File: src/rtl/fetch_unit.sv
// fetch_unit: instruction-fetch front end. Holds the fetch PC, issues one
// outstanding request at a time on the instruction bus, buffers responses
// in a 2-entry queue and hands them to decode over valid/ready.
// Optional build macro: FETCH_MISALIGN_CHECK_EN (misaligned redirect targets
// become a single exception entry instead of being force-aligned).
//
// state  | meaning
// S_IDLE | no request in flight; waits for queue space
// S_REQ  | request presented at fetch_pc until the bus accepts it
// S_WAIT | request accepted, response will be pushed into the queue
// S_DROP | request accepted before a redirect, response will be discarded
module fetch_unit #(
   parameter logic [63:0] RESET_PC = 64'h0000_0000_8000_0000,
   parameter int          QDEPTH   = 2
) (
   input  logic        clk,
   input  logic        reset,
   output logic        ireq_valid,
   output logic [63:0] ireq_addr,
   input  logic        ireq_ready,
   input  logic        iresp_valid,
   input  logic [31:0] iresp_data,
   input  logic        redirect_valid,
   input  logic [63:0] redirect_pc,
   output logic        out_valid,
   input  logic        out_ready,
   output logic [31:0] out_raw_instr,
   output logic [63:0] out_pc,
   output logic        out_misalign
);

   localparam logic [1:0] S_IDLE = 2'd0;
   localparam logic [1:0] S_REQ  = 2'd1;
   localparam logic [1:0] S_WAIT = 2'd2;
   localparam logic [1:0] S_DROP = 2'd3;

   logic [1:0]  state, state_nxt;
   logic [63:0] fetch_pc;
   logic [63:0] req_pc;
   logic [63:0] redirect_pc_eff;

   logic [31:0] q_instr [2];
   logic [63:0] q_pc    [2];
   logic        q_head, q_tail;
   logic [1:0]  q_count;

   logic        outstanding;
   logic        issue_ok;
   logic        fetch_hold;
   logic        push, pop;
   logic        push_mis;
   logic [63:0] push_pc;
   logic [31:0] push_instr;

   assign outstanding = (state == S_WAIT) || (state == S_DROP);
   assign issue_ok    = ({1'b0, q_count} + {2'b00, outstanding}) < 3'(QDEPTH);

   assign ireq_valid    = (state == S_REQ);
   assign ireq_addr     = fetch_pc;
   assign out_valid     = (q_count != 2'd0);
   assign out_raw_instr = q_instr[q_head];
   assign out_pc        = q_pc[q_head];

   // Redirect discards a same-cycle response and ignores a same-cycle pop.
   assign push = ((state == S_WAIT) && iresp_valid && !redirect_valid) || push_mis;
   assign pop  = out_valid && out_ready && !redirect_valid;

`ifdef FETCH_MISALIGN_CHECK_EN
   logic        mis_pend;
   logic        mis_halt;
   logic [63:0] mis_pc;
   logic        q_mis [2];

   assign redirect_pc_eff = redirect_pc;
   assign fetch_hold      = mis_pend || mis_halt;
   assign push_mis        = mis_pend && !redirect_valid;
   assign push_pc         = push_mis ? mis_pc : req_pc;
   assign push_instr      = push_mis ? 32'h0000_0013 : iresp_data;
   assign out_misalign    = q_mis[q_head];

   // Misaligned redirect: queue one exception entry next cycle, then halt.
   always_ff @(posedge clk) begin
      if (reset) begin
         mis_pend <= 1'b0;
         mis_halt <= 1'b0;
         mis_pc   <= 64'd0;
      end else if (redirect_valid) begin
         mis_pend <= (redirect_pc[1:0] != 2'b00);
         mis_halt <= 1'b0;
         mis_pc   <= redirect_pc;
      end else if (mis_pend) begin
         mis_pend <= 1'b0;
         mis_halt <= 1'b1;
      end
   end

   // Exception flag travels alongside each queue entry.
   always_ff @(posedge clk) begin
      if (reset) begin
         q_mis[0] <= 1'b0;
         q_mis[1] <= 1'b0;
      end else if (push && !redirect_valid) begin
         q_mis[q_tail] <= push_mis;
      end
   end
`else
   logic unused_pc_lsbs;

   assign unused_pc_lsbs  = ^redirect_pc[1:0];
   assign redirect_pc_eff = {redirect_pc[63:2], 2'b00};
   assign fetch_hold      = 1'b0;
   assign push_mis        = 1'b0;
   assign push_pc         = req_pc;
   assign push_instr      = iresp_data;
   assign out_misalign    = 1'b0;
`endif

   // Next-state decode; redirect outranks every other event.
   always_comb begin
      state_nxt = state;
      case (state)
         S_IDLE: if (!redirect_valid && issue_ok && !fetch_hold) state_nxt = S_REQ;
         S_REQ: begin
            if (redirect_valid) state_nxt = ireq_ready ? S_DROP : S_IDLE;
            else if (ireq_ready) state_nxt = S_WAIT;
         end
         S_WAIT: begin
            if (redirect_valid) state_nxt = iresp_valid ? S_IDLE : S_DROP;
            else if (iresp_valid) state_nxt = S_IDLE;
         end
         // A response arriving alongside a redirect still retires the drop.
         S_DROP: if (iresp_valid) state_nxt = S_IDLE;
         default: state_nxt = S_IDLE;
      endcase
   end

   // State register, fetch PC and PC of the accepted request.
   always_ff @(posedge clk) begin
      if (reset) begin
         state    <= S_IDLE;
         fetch_pc <= RESET_PC;
         req_pc   <= 64'd0;
      end else begin
         state <= state_nxt;
         if (redirect_valid) begin
            fetch_pc <= redirect_pc_eff;
         end else if ((state == S_REQ) && ireq_ready) begin
            fetch_pc <= fetch_pc + 64'd4;
         end
         if ((state == S_REQ) && ireq_ready) req_pc <= fetch_pc;
      end
   end

   // Two-entry circular instruction queue; flushed on redirect.
   always_ff @(posedge clk) begin
      if (reset) begin
         q_head  <= 1'b0;
         q_tail  <= 1'b0;
         q_count <= 2'd0;
         for (int i = 0; i < 2; i++) begin
            q_instr[i] <= 32'd0;
            q_pc[i]    <= 64'd0;
         end
      end else if (redirect_valid) begin
         q_head  <= 1'b0;
         q_tail  <= 1'b0;
         q_count <= 2'd0;
      end else begin
         if (push) begin
            q_instr[q_tail] <= push_instr;
            q_pc[q_tail]    <= push_pc;
            q_tail          <= ~q_tail;
         end
         if (pop) q_head <= ~q_head;
         q_count <= q_count + 2'(push) - 2'(pop);
      end
   end

endmodule
File: config.mk
export PLATFORM = sky130hd
export DESIGN_NAME = fetch_unit
export DESIGN_NICKNAME = d
export VERILOG_FILES = /design/src/rtl/fetch_unit.sv
export SDC_FILE = /design/constraint.sdc
export NUM_CORES = 1
export LEC_CHECK = 0
export CAP_MARGIN = 10
export CORE_ASPECT_RATIO = 1.5
export CORE_MARGIN = 1.5
export CORE_UTILIZATION = 30
export CTS_CLUSTER_DIAMETER = 150
export DETAILED_ROUTE_END_ITERATION = 16
export GPL_TIMING_DRIVEN = 0
export SYNTH_ARGS = -nofsm -noshare
export SYNTH_HDL_FRONTEND = slang
export SYNTH_SLANG_ARGS = --single-unit
File: constraint.sdc
create_clock -name clk -period 5.4 [get_ports clk]
set_input_delay 0.54 -clock clk [delete_from_list [all_inputs] [get_ports clk]]
set_output_delay 0.54 -clock clk [all_outputs]
set_load 0.01 [all_outputs]
== Word level (Yosys, flattened, before mapping) ==
Memory sizes are Yosys's and may differ from the RTL's. A register that Yosys moved wholly into a read port is not among the register bits.
Index checks and enable logic that the tools add are counted.
Word-level totals
  input port bits: 102
  logic and storage cells: 62
  output and inout bits: 163
  register bits after elaboration: 134
  RAM bits: 192
  memories: 2
Memories
  q_pc: words 2, width 64, read ports 1, clocked after Yosys merged registers in 1, wr ports 2, RTL line 43  | logic [63:0] q_pc [2];
  q_instr: words 2, width 32, read ports 1, clocked after Yosys merged registers in 1, wr ports 2, RTL line 42  | logic [31:0] q_instr [2];
Cells by class
  magnitude comparators: 1
  bitwise logic cells: 2
  muxes and demuxes: 26
  reduce and logical (&&, ||, !) cells: 15
  $add $sub $neg: 4
  eq/ne operators: 5
Operator list (number)
  $mux 64: 3
  $add 64x3->64 const B: 1
  $reduce_or 64->1: 1
  $mux 32: 1
  $reduce_or 32->1: 1
  $mux 1: 14
  $mux 2: 7
  $pmux 2 s4: 1
  $logic_and 1x1->1: 6
  $eq 2x2->1 const B: 2
  $reduce_bool 2->1: 2
  $add 2x1->3: 1
  $lt 3x2->1 const B: 1
  $ne 3x1->1 const B: 1
  $add 2x1->2: 1
  $eq 2x1->1 const B: 1
  $logic_not 2->1: 1
  $ne 2x2->1 const B: 1
  $not 1->1: 2
  $reduce_and 2->1: 1
  $reduce_or 2->1: 1
  $sub 2x1->2: 1
  $logic_not 1->1: 1
  $logic_or 1x1->1: 1

== Longest topological paths before layout ==
Gate-level depths: netlist of the first run.
  depth after elaboration: 9
  mapped depth: 10
  mapped depth without buffers: 9

== Worst setup path after synthesis of the first run ==
Ideal clock, no wire load.
  path type: input-to-reg
  start: input port redirect_valid
  end: memory q_instr[0][0] (enable)
  stages on the path: 3
  path slack: -397 ps
  data required time: 4834 ps
  library setup time: 566 ps
  path buffers: 0
  data arrival time: 5231 ps
  path through: nor2_1 -> nand3_1 -> o21bai_1
RTL lines
  from (decl): RTL line 23  | input logic redirect_valid,
  to (decl): RTL line 42

==> results of run 1 <==
through the flow:
step	setup TNS [ps]	setup slack [ps]	cell area (um^2)
final	0	1692	18990
after detailed placement	0	1461	17860
after CTS	0	1622	18990
after global placement	-178030	-1078	17750
after global routing	0	1538	18990
after floorplan	0	1536	14420
worst max-delay path: stages (launching register included):
cell,delay (ps)
dfxtp_1,430
clkbuf_1,700
clkbuf_1,570
mux2_2,450
clkdlybuf4s50_1,490
flip-flops by register name (all words and copies together), names as in the netlist, named ones only:
name       flops
q_pc         124
q_count        2
q_head         1
ireq_addr     62
q_instr       64
q_tail         1
state          2
push_pc       62
kinds of logic after synthesis:
kind of cell	after synthesis	share of synthesized area
fa+ha+maj	3	0.002606
flops	319	0.5740
xor+xnor	35	0.02128
compound gates	167	0.07080
simple gates	591	0.2189
other cells	1	0.0002603
buf+inv	109	0.03657
mux	97	0.07557
layout make-up:
class	count	area [um^2]
fillers	4644	28590
flip-flops and latches	319	8268
multi-input cells	898	5643
repair buffers	261	2668
clock buffers	40	883.3
well taps	600	750.7
plain buffers	100	493.0
clock inverters	22	249.0
inverters	9	33.78
routing by layer:
layer	GRT usage	routed length (um)	vias up
met5	0	12	-
met4	0.08482	2140	2
met3	0.02723	2356	104
met2	0.3429	23910	413
met1	0.2036	17690	5318
li1	-	-	5305
worst max-delay path by stage:
| stage | end | slack (ps) | cells past startpoint |
|---|---|---|---|
| after floorplan | q_instr[1][0] | 1540 | 3 |
| after global placement | q_pc[1][58] | -1080 | 4 |
| after detailed placement | q_count[1] | 1460 | 11 |
| after CTS | out_pc[30] | 1620 | 4 |
| after global routing | out_pc[30] | 1540 | 4 |
| final | out_pc[30] | 1690 | 4 |
cell usage in the layout (no fill, tap or decap), drive strengths merged, types with 12 or more instances in the layout:
| master | Yosys | final |
|---|---|---|
| nand4 | 24 | 24 |
| dfxtp | 131 | 131 |
| o21ai | 17 | 17 |
| xnor2 | 29 | 29 |
| a211oi | 22 | 22 |
| buf | 33 | 37 |
| inv | 8 | 13 |
| clkinv | 1 | 12 |
| a21oi | 86 | 86 |
| nand3 | 34 | 34 |
| or4 | 20 | 20 |
| clkdlybuf4s50 | 0 | 257 |
| nor4 | 19 | 19 |
| nor2 | 59 | 59 |
| and2 | 189 | 189 |
| nand2 | 173 | 173 |
| nor3 | 24 | 24 |
| a311oi | 16 | 16 |
| or3 | 13 | 13 |
| edfxtp | 188 | 188 |
| mux2 | 94 | 94 |
| clkbuf | 65 | 105 |
power groups by stage:
stage | clock (mW) | combinational [mW] | sequential [mW]
2_1_floorplan | 0 | 0.199 | 2.79
3_3_place_gp | 0 | 0.493 | 2.81
3_5_place_dp | 0 | 0.507 | 2.80
4_1_cts | 2.45 | 0.510 | 2.75
5_1_grt | 2.53 | 0.538 | 2.76
6_report | 2.39 | 0.505 | 2.75
==> metrics.yaml, run 1 <==
timing:
  slew_viol_final: 0
  hold_viol: 0
  report.final.setup_viol: 0
  final_worst_hold_slack_ps: 459.5
  fin_crit_ps: 3708
  unrepaired_setup_endpoints_after_global_routing: "false"
  max_slew.worst_pin.slew_ps: 960.9
  worst_clock_skew_ps: 25.71
  achievable_frequency_ghz: 0.2697
  period_share: 0.6867
  worst_max_slew_margin_expressed_relative_to_the_limit: 0.3535
layout:
  synthToLayoutAreaGrowth_pct: 31.83
  antennaDiodeCount: 0
  final_core_utilization: 0.3991
  fin_cells: 2249
  final_nets: 1728
  final_layout_size_suffix_gt1_frac: 0.1140
critical_path:
  timing.reg2reg.setup_slack_ps: 2210
  crit_path_dat_ps: 3170
  end_kind: "primary output"
  cp.required_ps: 4860
  worst-setup-path-type: "reg2out"
  worstReg2RegStart: "ireq_addr[4]"
  start_kind: "flip-flop"
  crit_path_max_fanout: 10
  r2r-end: "ireq_addr[57]"
  cell_depth_of_the_worst_flop_to_flop_path: 8
power:
  netSwitchingPower_mw: 1.349
  seq_power_share: 0.487
  power_report.internal_total_mw: 4.302
  switching_share: 0.2387
  totalPowerFinal_mw: 5.651
  share_clk_of_total_power: 0.424
  power_leakage_nw: 6.555
  p_per_area_mw_per_mm2: 297.6
  comb_power_share: 0.089
  vdd_drop_max_mv: 0.1842
cts:
  clk_latency_ps: 540
  post_cts_buffers: 0
  cts_inserted_buffers: 34
  cts.hold.buffers_added: 0
  cts_resized: 0
  clk_transition_reported_paths_ps: 60
  clock_tree.htree_level_count: 2
  ctsRootBufferMaster: "clkbuf_16"
  maximum_count_of_clock_buffers_along_a_single_path: 3
  clock_tree_from_tritoncts: "done"
  cts_num_sinks: 319
yosys:
  yosysMostFrequentCell: "and2_1"
  synth_async_sr_flop_share: 0
  synth_top_flop_cell: "edfxtp_1"
  yosys_warnings: 0
  synth_sequential_area_ratio: 0.5740
  synthesized_area_divided_by_synthesized_cell_count_um2: 10.90
  gate_count_after_technology_mapping: 1322
  yosys.cell_types.count: 57
  yosys-top-cells-count: "189 x and2_1, 188 x edfxtp_1, 173 x nand2_1"
  synth.cell_area_mm2: 0.01440
  synth-edff-count: 188
  synth.ff_latch_count: 319
  synth_top_cell_area_share: 0.3919
  synth_top_cell_by_area: "edfxtp_1"
  synth.top_cells.by_area: "edfxtp_1 39%, dfxtp_1 18%, and2_1 8.2%"
die:
  fp.dieArea_mm2: 0.04936
  core_footprint_mm2: 0.04758
  die_w_um: 181.9
  initial_utilization: 0.3028
  die_y_um: 271.4
  io-pin-count: 265
  fp-row-count: 98
min_path:
  worst_hold_startpoint: "push_pc[15]"
  kind_of_path_behind_the_tightest_hold_check: "reg2reg"
  worst_hold_path_cell_count: 2
  min_delay_worst_endpoint: "push_pc[15]"
detailed_routing:
  wl_per_cell_um: 20.50
  routed_wirelength_mm: 46.11
  first_iter_violations: 741
  routed-via-count: 11140
  post-route-drc-count: 0
  ant_nets: 0
  first_pass_iters: 5
  mean_number_of_vias_per_cell: 4.954
placed_design:
  port_buffers: 257
  place.detailed.instances: 2187
  dp_hpwl_mm: 34.45
  gpl_congestion: 0.9247
status:
  outcome: "finished clean"
grt:
  grt_pass1_vias: 11240
  grt_start_max_net_pins: 52
  initial_antenna_violation_count: 2
  grt_pass1_wl_mm: 68.67
  grt.total_usage: 0.1836
  grt_remaining_overflow: 0
run:
  max_cap_violations: 0
Note: power is estimated with default switching activity, not from simulation.
==> inputs of run 2 (changes only) <==
==> constraint.sdc (replaced) <==
create_clock -name clk -period 3.3 [get_ports clk]
set_input_delay 0.33 -clock clk [delete_from_list [all_inputs] [get_ports clk]]
set_output_delay 0.33 -clock clk [all_outputs]
set_load 0.01 [all_outputs]
==> run 2 against run 1 <==
Sequential power up 64%. Flip-flop and latch count unchanged. First-iteration DRC count rose by 0.94%. Design area down 0.66%. Clock power up 46%. Die area unchanged. Utilization down 0.26 points. Via count grew 0.75%. Non-clock buffer count stayed put. Hold slack got worse by 160 ps. Combinational power grew 63%. Critical path depth up 4. Critical path type is now reg2reg.
==> metrics.yaml, run 2 (synthesis gave the netlist of run 1 again) <==
cts:
  maximum_count_of_clock_buffers_along_a_single_path: 3  # unchanged
  clock_tree.htree_level_count: 1  # -1
  cts_inserted_buffers: 31  # -8.8%
  clk_latency_ps: 590  # +50 ps
  ctsRootBufferMaster: "clkbuf_16"
  clk_transition_reported_paths_ps: 70  # about the same
  clock_tree_from_tritoncts: "done"
  post_cts_buffers: 0  # unchanged
  cts_num_sinks: 319  # unchanged
timing:
  worst_max_slew_margin_expressed_relative_to_the_limit: 0.2800  # -0.07351
  hold_viol: 0  # unchanged
  fin_setup_tns_ps: 0  # unchanged
  achievable_frequency_ghz: 0.3061
  worst_clock_skew_ps: 18.69  # -7.018 ps
  slew_viol_final: 0  # unchanged
  period_share: 0.9900
  max_slew.worst_pin.slew_ps: 1072  # +110.9 ps
  report.final.setup_viol: 0  # unchanged
  unrepaired_setup_endpoints_after_global_routing: "false"
  fin_crit_ps: 3267
detailed_routing:
  ant_nets: 0  # unchanged
  mean_number_of_vias_per_cell: 4.996  # +0.84%
  routed-via-count: 11230  # +0.75%
  wl_per_cell_um: 20.29  # -1.0%
  post-route-drc-count: 0  # unchanged
  routed_wirelength_mm: 45.59  # -1.1%
  first_pass_iters: 7  # +2
  first_iter_violations: 748  # +0.94%
placed_design:
  gpl_congestion: 0.9368  # +1.3%
  standard_cell_area_after_detailed_placement_mm2: 0.01786  # unchanged
  dp_hpwl_mm: 34.27  # -0.54%
  port_buffers: 257  # unchanged
run:
  max_cap_violations: 0  # unchanged
critical_path:
  crit_path_dat_ps: 3760  # +590 ps
  start_kind: "flip-flop"
  end_kind: "flip-flop"
  crit_chain: "and4_1 > buf_6 > nand4_2 > clkbuf_1 > buf_1 > nor3_1 > xnor2_1 > a211oi_1"
  worst-setup-path-type: "reg2reg"
  cp.required_ps: 3800  # -1060 ps
  max_incr_delay_on_cp_ps: 950  # +250 ps
  crit_path_top_delay_cell: "nor3_1"
  crit_path_max_fanout: 10  # unchanged
min_path:
  kind_of_path_behind_the_tightest_hold_check: "in2reg"
layout:
  number_of_flip_flops_in_the_largest_register: 124  # unchanged
  final_common_cell: "clkdlybuf4s50_1"
  final_layout_size_suffix_gt1_frac: 0.1112  # -0.002762
  largestRegisters: "q_pc x124, q_instr x64"
  final_nets: 1725  # -0.17%
  fillerInstances: 4621  # -0.50%
  design_area_mm2: 0.01886  # -0.66%
  largest_register: "q_pc"
  synthToLayoutAreaGrowth_pct: 30.96
  most-common-layout-cells: "257 x clkdlybuf4s50_1, 189 x and2_1, 188 x edfxtp_1"
  final_core_utilization: 0.3965  # -0.002630
die:
  die_w_um: 181.9  # unchanged
  initial_utilization: 0.3028  # unchanged
  io-pin-count: 265  # unchanged
  die_y_um: 271.4  # unchanged
  core_footprint_mm2: 0.04758  # unchanged
  fp.dieArea_mm2: 0.04936  # unchanged
  fp-row-count: 98  # unchanged
grt:
  grt.total_usage: 0.1805  # -0.003172
  grt_pass1_wl_mm: 67.59  # -1.6%
  grt_remaining_overflow: 0  # unchanged
  grt_pass1_vias: 11100  # -1.2%
  initial_antenna_violation_count: 3  # +1
  grt_start_max_net_pins: 62  # +19%
power:
  vdd_drop_max_mv: 0.3823  # +110%
  power_leakage_nw: 6.501  # -0.81%
  p_per_area_mw_per_mm2: 466.8  # +57%
status:
  outcome: "finished clean"
[run 2: where the power goes]
group	internal, mW	switching (mW)	leakage, nW
registers	4.36	0.141	3.01
clock network	1.95	1.53	0.491
logic	0.417	0.407	3.00
total	6.72	2.08	6.50
[run 2: path summary, 6_finish.rpt]
path | cells after the start | endpoint | startpoint | slack, ps
max | 8 | ireq_addr[20] | ireq_addr[4] | 30
min reg2reg | 2 | push_pc[10] | push_pc[10] | 460
min | 3 | ireq_addr[15] | redirect_pc[15] | 300
max reg2reg | 8 | ireq_addr[20] | ireq_addr[4] | 30
[run 2: routing by layer]
layer | part of all wire | track usage
met1 | 0.38 | 0.1993
met2 | 0.52 | 0.3311
met3 | 0.051 | 0.02254
met4 | 0.054 | 0.1050
met5 | 0 | 0
[run 2: repair_timing]
action | CTS | global route
pin swaps | 0 | 0
setup endpoints to repair | 60 | 12
hold buffers | 0 | 0
gates resized for setup | 1 | 5
endpoints found under the hold margin | 0 | 0
[run 2: final cells by class]
type                    count  area [um^2]  area share
well taps                 600        750.7     0.03980
plain buffers             100        496.7     0.02633
repair buffers            261         2668      0.1414
clock inverters            10        60.06    0.003184
multi-input cells         898         5647      0.2994
clock buffers              48        934.6     0.04955
inverters                   9        33.78    0.001791
diodes                      2        5.005   0.0002653
flip-flops and latches    319         8268      0.4383
[run 2: worst max-delay path: cells and delay by family (launching register included)]
kind / cells / cell delay [ps]
flops: 1 / 470
xor+xnor: 1 / 120
buf+inv: 3 / 820
simple gates: 3 / 1490
compound gates: 1 / 260
[run 2: per-stage QoR]
step                hold WS (ps)  instances  power [mW]  setup WS [ps]
floorplan                  440.1       1326       4.882          696.8
global placement           446.4       2183       5.391          -1194
detailed placement         453.2       2187       5.411         -391.8
CTS                        280.7       2245       8.897          10.32
global route               301.4       2247       9.118         0.7321
finish                     303.6       2247       8.805          32.94
